--- config.mk ---
export PLATFORM = sky130hd
export DESIGN_NAME = buffer_ctrl
export DESIGN_NICKNAME = d
export VERILOG_FILES = /design/src/rtl/buffer_ctrl_pkg.sv /design/src/rtl/buffer_ctrl.sv
export SDC_FILE = /design/constraint.sdc
export NUM_CORES = 1
export LEC_CHECK = 0
export ABC_AREA = 1
export CORE_ASPECT_RATIO = 1.75
export CORE_MARGIN = 5
export CORE_UTILIZATION = 50
export CTS_CLUSTER_DIAMETER = 200
export CTS_CLUSTER_SIZE = 10
export DETAILED_ROUTE_END_ITERATION = 16
export GPL_TIMING_DRIVEN = 0
export PLACE_DENSITY = 0.92
export SLEW_MARGIN = 20
export SYNTH_ARGS = -nofsm -noshare
export SYNTH_HDL_FRONTEND = slang
export SYNTH_SLANG_ARGS = --single-unit
--- constraint.sdc ---
create_clock -name clk -period 4.3 [get_ports clk]
set_clock_uncertainty 0.15 [all_clocks]
set_input_delay 0.86 -clock clk [delete_from_list [all_inputs] [get_ports clk]]
set_output_delay 0.86 -clock clk [all_outputs]
set_load 0.005 [all_outputs]
--- src/rtl/buffer_ctrl_pkg.sv ---
// Shared constants and the buffer-ownership state encoding for the
// USB buffer controller.
package buffer_ctrl_pkg;

  localparam int BUF_DEPTH = 64;
  localparam int OCC_W     = 7;

  typedef enum logic [2:0] {
    IDLE    = 3'd0,
    U_RECV  = 3'd1,
    H_DRAIN = 3'd2,
    H_FILL  = 3'd3,
    U_SEND  = 3'd4,
    FLUSH   = 3'd5
  } state_t;

endpackage

--- src/rtl/buffer_ctrl.sv ---
// Arbitrates the shared 64-byte USB data buffer between host and USB sides,
// gates store/get strobes against occupancy and tracks packet length/errors.
module buffer_ctrl
  import buffer_ctrl_pkg::*;
(
  input  logic             clk,
  input  logic             rst,
  input  logic [OCC_W-1:0] buffer_occupancy,
  input  logic             host_wr_req,
  input  logic             host_rd_req,
  input  logic             usb_rx_req,
  input  logic             usb_tx_req,
  input  logic             rx_start,
  input  logic             rx_done,
  input  logic             rx_error,
  input  logic             tx_start,
  input  logic             tx_done,
  input  logic             host_flush,
  output logic             store_tx_data,
  output logic             get_rx_data,
  output logic             store_rx_data,
  output logic             get_tx_data,
  output logic             clear,
  output logic             flush,
  output logic [OCC_W-1:0] rx_len,
  output logic             busy,
  output logic             err_ovf,
  output logic             err_udf
);

  localparam logic [OCC_W-1:0] DEPTH = OCC_W'(BUF_DEPTH);

  state_t           state;
  logic [OCC_W-1:0] count;
  logic [OCC_W-1:0] count_inc;

  logic full;
  logic empty;
  logic flush_req;

  logic host_wr_gnt;
  logic host_rd_gnt;
  logic usb_rx_gnt;
  logic usb_tx_gnt;
  logic clear_c;
  logic err_clr;
  logic ovf_set;
  logic udf_set;

  assign full      = buffer_occupancy >= DEPTH;
  assign empty     = buffer_occupancy == '0;
  assign flush_req = host_flush && (state != FLUSH);

  // Length including a byte stored in this very cycle; saturates at capacity.
  assign count_inc = (usb_rx_gnt && (count < DEPTH)) ? count + OCC_W'(1) : count;

  always_comb begin
    // NOTE: every signal assigned here gets a default first so no path infers a latch.
    host_wr_gnt = 1'b0;
    host_rd_gnt = 1'b0;
    usb_rx_gnt  = 1'b0;
    usb_tx_gnt  = 1'b0;
    clear_c     = 1'b0;
    err_clr     = 1'b0;
    ovf_set     = 1'b0;
    udf_set     = 1'b0;
    if (!flush_req) begin
      case (state)
        IDLE: begin
          clear_c = rx_start;
          err_clr = rx_start;
        end
        U_RECV: begin
          usb_rx_gnt = usb_rx_req && !full;
          ovf_set    = usb_rx_req && full;
        end
        H_DRAIN: begin
          host_rd_gnt = host_rd_req && !empty;
          udf_set     = host_rd_req && empty;
        end
        H_FILL: begin
          host_wr_gnt = host_wr_req && !full;
          ovf_set     = host_wr_req && full;
          err_clr     = tx_start;
        end
        U_SEND: begin
          usb_tx_gnt = usb_tx_req && !empty;
          udf_set    = usb_tx_req && empty;
        end
        default: ;
      endcase
    end
  end

  assign store_tx_data = host_wr_gnt;
  assign get_rx_data   = host_rd_gnt;
  assign store_rx_data = usb_rx_gnt;
  assign get_tx_data   = usb_tx_gnt;
  // State is already IDLE under reset, but rx_start could still leak through.
  assign clear         = clear_c && !rst;
  assign flush         = (state == FLUSH);
  assign busy          = (state != IDLE);

  always_ff @(posedge clk or posedge rst) begin
    if (rst) begin
      state   <= IDLE;
      count   <= '0;
      rx_len  <= '0;
      err_ovf <= 1'b0;
      err_udf <= 1'b0;
    end else begin
      // NOTE: sequential state uses non-blocking assignments so every register
      // samples the pre-edge values regardless of statement order.
      err_ovf <= (err_ovf && !err_clr) || ovf_set;
      err_udf <= (err_udf && !err_clr) || udf_set;

      if (flush_req) begin
        state <= FLUSH;
      end else begin
        case (state)
          IDLE: begin
            if (rx_start) begin
              state <= U_RECV;
              count <= '0;
            end else if (host_wr_req) begin
              state <= H_FILL;
            end
          end
          U_RECV: begin
            count <= count_inc;
            if (rx_error) begin
              state <= FLUSH;
            end else if (rx_done) begin
              rx_len <= count_inc;
              state  <= (count_inc != '0) ? H_DRAIN : IDLE;
            end
          end
          H_DRAIN: if (empty) state <= IDLE;
          H_FILL:  if (tx_start) state <= U_SEND;
          U_SEND:  if (tx_done) state <= empty ? IDLE : FLUSH;
          FLUSH:   state <= IDLE;
          default: state <= IDLE;
        endcase
      end
    end
  end

endmodule

==> results.toml <==
[status]
status = "complete, no violations"

[floorplan]
die_h_um = 77.3
dieWidth_um = 48.5
floorplan.initialDensity_pct = 51.9
pin_count = 35
coreArea_um2 = 2490
fp-row-count = 24
die_area_um2 = 3740

[setup_path]
ff2ff_setup_slack_ns = 2.34
critPathArrivalTime_ns = 2.68
path_cells = "clkdlybuf4s50_1, nor2_1, nand2_1, nor4_1, or2_2, nor2_1, clkdlybuf4s50_1"
path_class = "in2out"
reg2reg_depth = 14
reg2reg_to = "state[1]"
crit_path_max_incr_delay_ns = 0.53
reg2reg_from = "state[2]"
cp.required_ns = 3.29
critPathLaunchType = "input port"
crit_slowest_cell = "nor4_1"
worstSetupEndpointType = "output port"
critical_path.max_fanout = 4

[sta]
relSlewSlack_pct = 51.7
setup_violations = 0
max_freq_ghz = 0.271
finalCritPeriodShare_pct = 85.9
tns_ns = 0
finalHoldViolations = 0
tightestPinTransition_ns = 0.724
rsz0062_at_grt = "false"
slew_violations = 0
fin_crit_ns = 3.69

[job]
cap_viol_max_count = 0

[routing]
drt.antenna.violating_nets = 0
via_count = 1356
firstDrtPassIters = 5
viasPerCell = 5.51
wl_per_cell_um = 13.4
first_iter_violations = 48
drc = 0
totalWireLength_um = 3310

[clocking]
cts.sink_count = 19
cts_buffers = 3
cts_max_level = 1
cts_buffer_depth = 2
root_buffer = "clkbuf_8"
ctsHoldBuffers = 0
ctsResizeCount = 0
clk_latency_ns = 0.25
cts_tree = "yes"
post_cts_buffers = 0
path_clk_slew_ns = 0.07

[placement]
gp_congestion = 0.954
port_buffers = 34
hpwl_um = 2690

[yosys]
synth_area_leaders = "dfrtp_1 (37%), nand2_1 (14%), inv_1 (7.8%), nor2_1 (6.1%), o21ai_0 (3.9%)"
syn_area_per_cell_um2 = 7.11
yosys_most_used_dff = "dfrtp_1"
synth_top_family_by_area = "simple AND/OR/NAND/NOR gates"
synth_cell_types = 29
ys_ff_latch = 19
synth_commonest_cells = "nand2_1 (49), inv_1 (27), nor2_1 (21), dfrtp_1 (19), o21ai_0 (10)"
synth_simple_gate_area_share_pct = 38.2
synth-compound-area-share_pct = 12.8
yosys.area.top_type = "dfrtp_1"
syn-num-nets = 202
syn-instance-count = 182
synth_enable_flop_cells = 0
post-synth-top-count-cell = "nand2_1"
synthAdderAreaFrac_pct = 0.967
yosysSeqAreaShare_pct = 36.8
syn_area_um2 = 1290
yosysTopAreaCellShare_pct = 36.8
yosysWarnings = 0
async_reset_ff_share_pct = 100
synthXorXnorAreaFrac_pct = 1.35
synth_mux_area_share_pct = 0

[power]
power_w = 0.000924
vdd_drop_max_mv = 0.324
p_per_area_nw_per_um2 = 539
p_leak_nw = 0.817

[cells_and_area]
fin_nets = 241
n_fill_cell = 199
multi_input_area_um2 = 689
drive_gt1_share_pct = 10.9
seq_area_um2 = 475
num_antenna_cells = 0
syn2layout_area_growth_pct = 32.4
fin_util_pct = 68.7

[global_route]
grt_pass1_vias = 1357
grt_max_degree = 20
grt_pass1_wl_um = 5620
grt_use_total_pct = 18.4
grt-ovfl-total = 0
antenna_found_initial = 0

[min_path]
min_path_cells = 2
hp-class = "reg2reg"
holdPathEnd = "rx_len[4]"
hold_start = "rx_len[4]"
-- cells by family (layout without fill, tap and decap cells) --
| family | count (synthesis) | count (layout) |
|---|---|---|
| xor gates and xnor gates | 2 | 2 |
| buffers and inverters | 31 | 69 |
| DFF | 19 | 19 |
| adders and majority gates | 1 | 1 |
| AOI/OAI and AO/OA | 26 | 26 |
| and+or+nand+nor | 103 | 103 |
-- metrics by stage --
stage                     area (um2)  hold WS, ns  cells  setup WS [ns]
after floorplan                 1290        0.317    182           1.66
after global placement          1670        0.318    242          0.643
after detailed placement        1670        0.326    242          0.607
after CTS                       1710        0.344    246          0.603
after global routing            1710        0.384    246          0.490
final                           1710        0.343    246          0.608
-- sequential cells by signal, summed over array words and instances, names as in the netlist --
register  flops
rx_len        7
err_ovf       1
state         3
count         7
err_udf       1
-- worst max path at each step --
stage | start | cells past startpoint | slack (ns) | to
final | buffer_occupancy[1] | 7 | 0.61 | get_tx_data
after CTS | buffer_occupancy[1] | 7 | 0.60 | get_tx_data
after global routing | buffer_occupancy[1] | 7 | 0.49 | get_tx_data
after global placement | buffer_occupancy[3] | 7 | 0.64 | get_tx_data
after floorplan | buffer_occupancy[3] | 5 | 1.66 | get_tx_data
after detailed placement | buffer_occupancy[1] | 7 | 0.61 | get_tx_data
-- worst max-delay path: cells and delay by family --
kind | cells | cell delay [ns]
buffers and inverters | 2 | 0.84
AND/OR/NAND/NOR | 5 | 0.97
-- placed cells by master, fill, tap and decap left out, types with 2 or more instances in the layout --
cell	synthesis	layout
a21oi_1	3	3
clkbuf_8	0	3
clkdlybuf4s50_1	0	34
dfrtp_1	19	19
inv_1	27	27
nand2_1	49	49
nand2_2	3	3
nand3_1	7	7
nand3_2	3	3
nand4_1	6	6
nor2_1	21	21
nor2_2	3	3
nor2_4	2	2
nor3_1	5	5
o21ai_0	10	10
o21ai_1	3	3
o22ai_1	6	6
xor2_1	2	2
-- layout make-up --
type	instances	area share [%]
clock buffer	3	2.41
multi-input combinational	132	40.2
tap	26	1.90
sequential	19	27.8
inverter	28	6.14
buffer	3	1.39
clock inverter	1	0.292
timing repair buffer	34	19.9
-- routing by layer --
metal  up-vias  track usage [%]  share of wire, %
met5         -                0                 0
met4         0             9.97               3.8
met3        12             2.33               4.6
met2        46             35.7                56
met1       634             17.7                35
li1        664                -                 -
-- power breakdown --
part	internal, W	total [W]	switching [W]
clock network	0.0000644	0.000126	0.0000618
registers	0.000239	0.000296	0.0000566
logic	0.000218	0.000502	0.000284
total	0.000521	0.000924	0.000402
No activity file was read; power rests on OpenSTA's default activity.
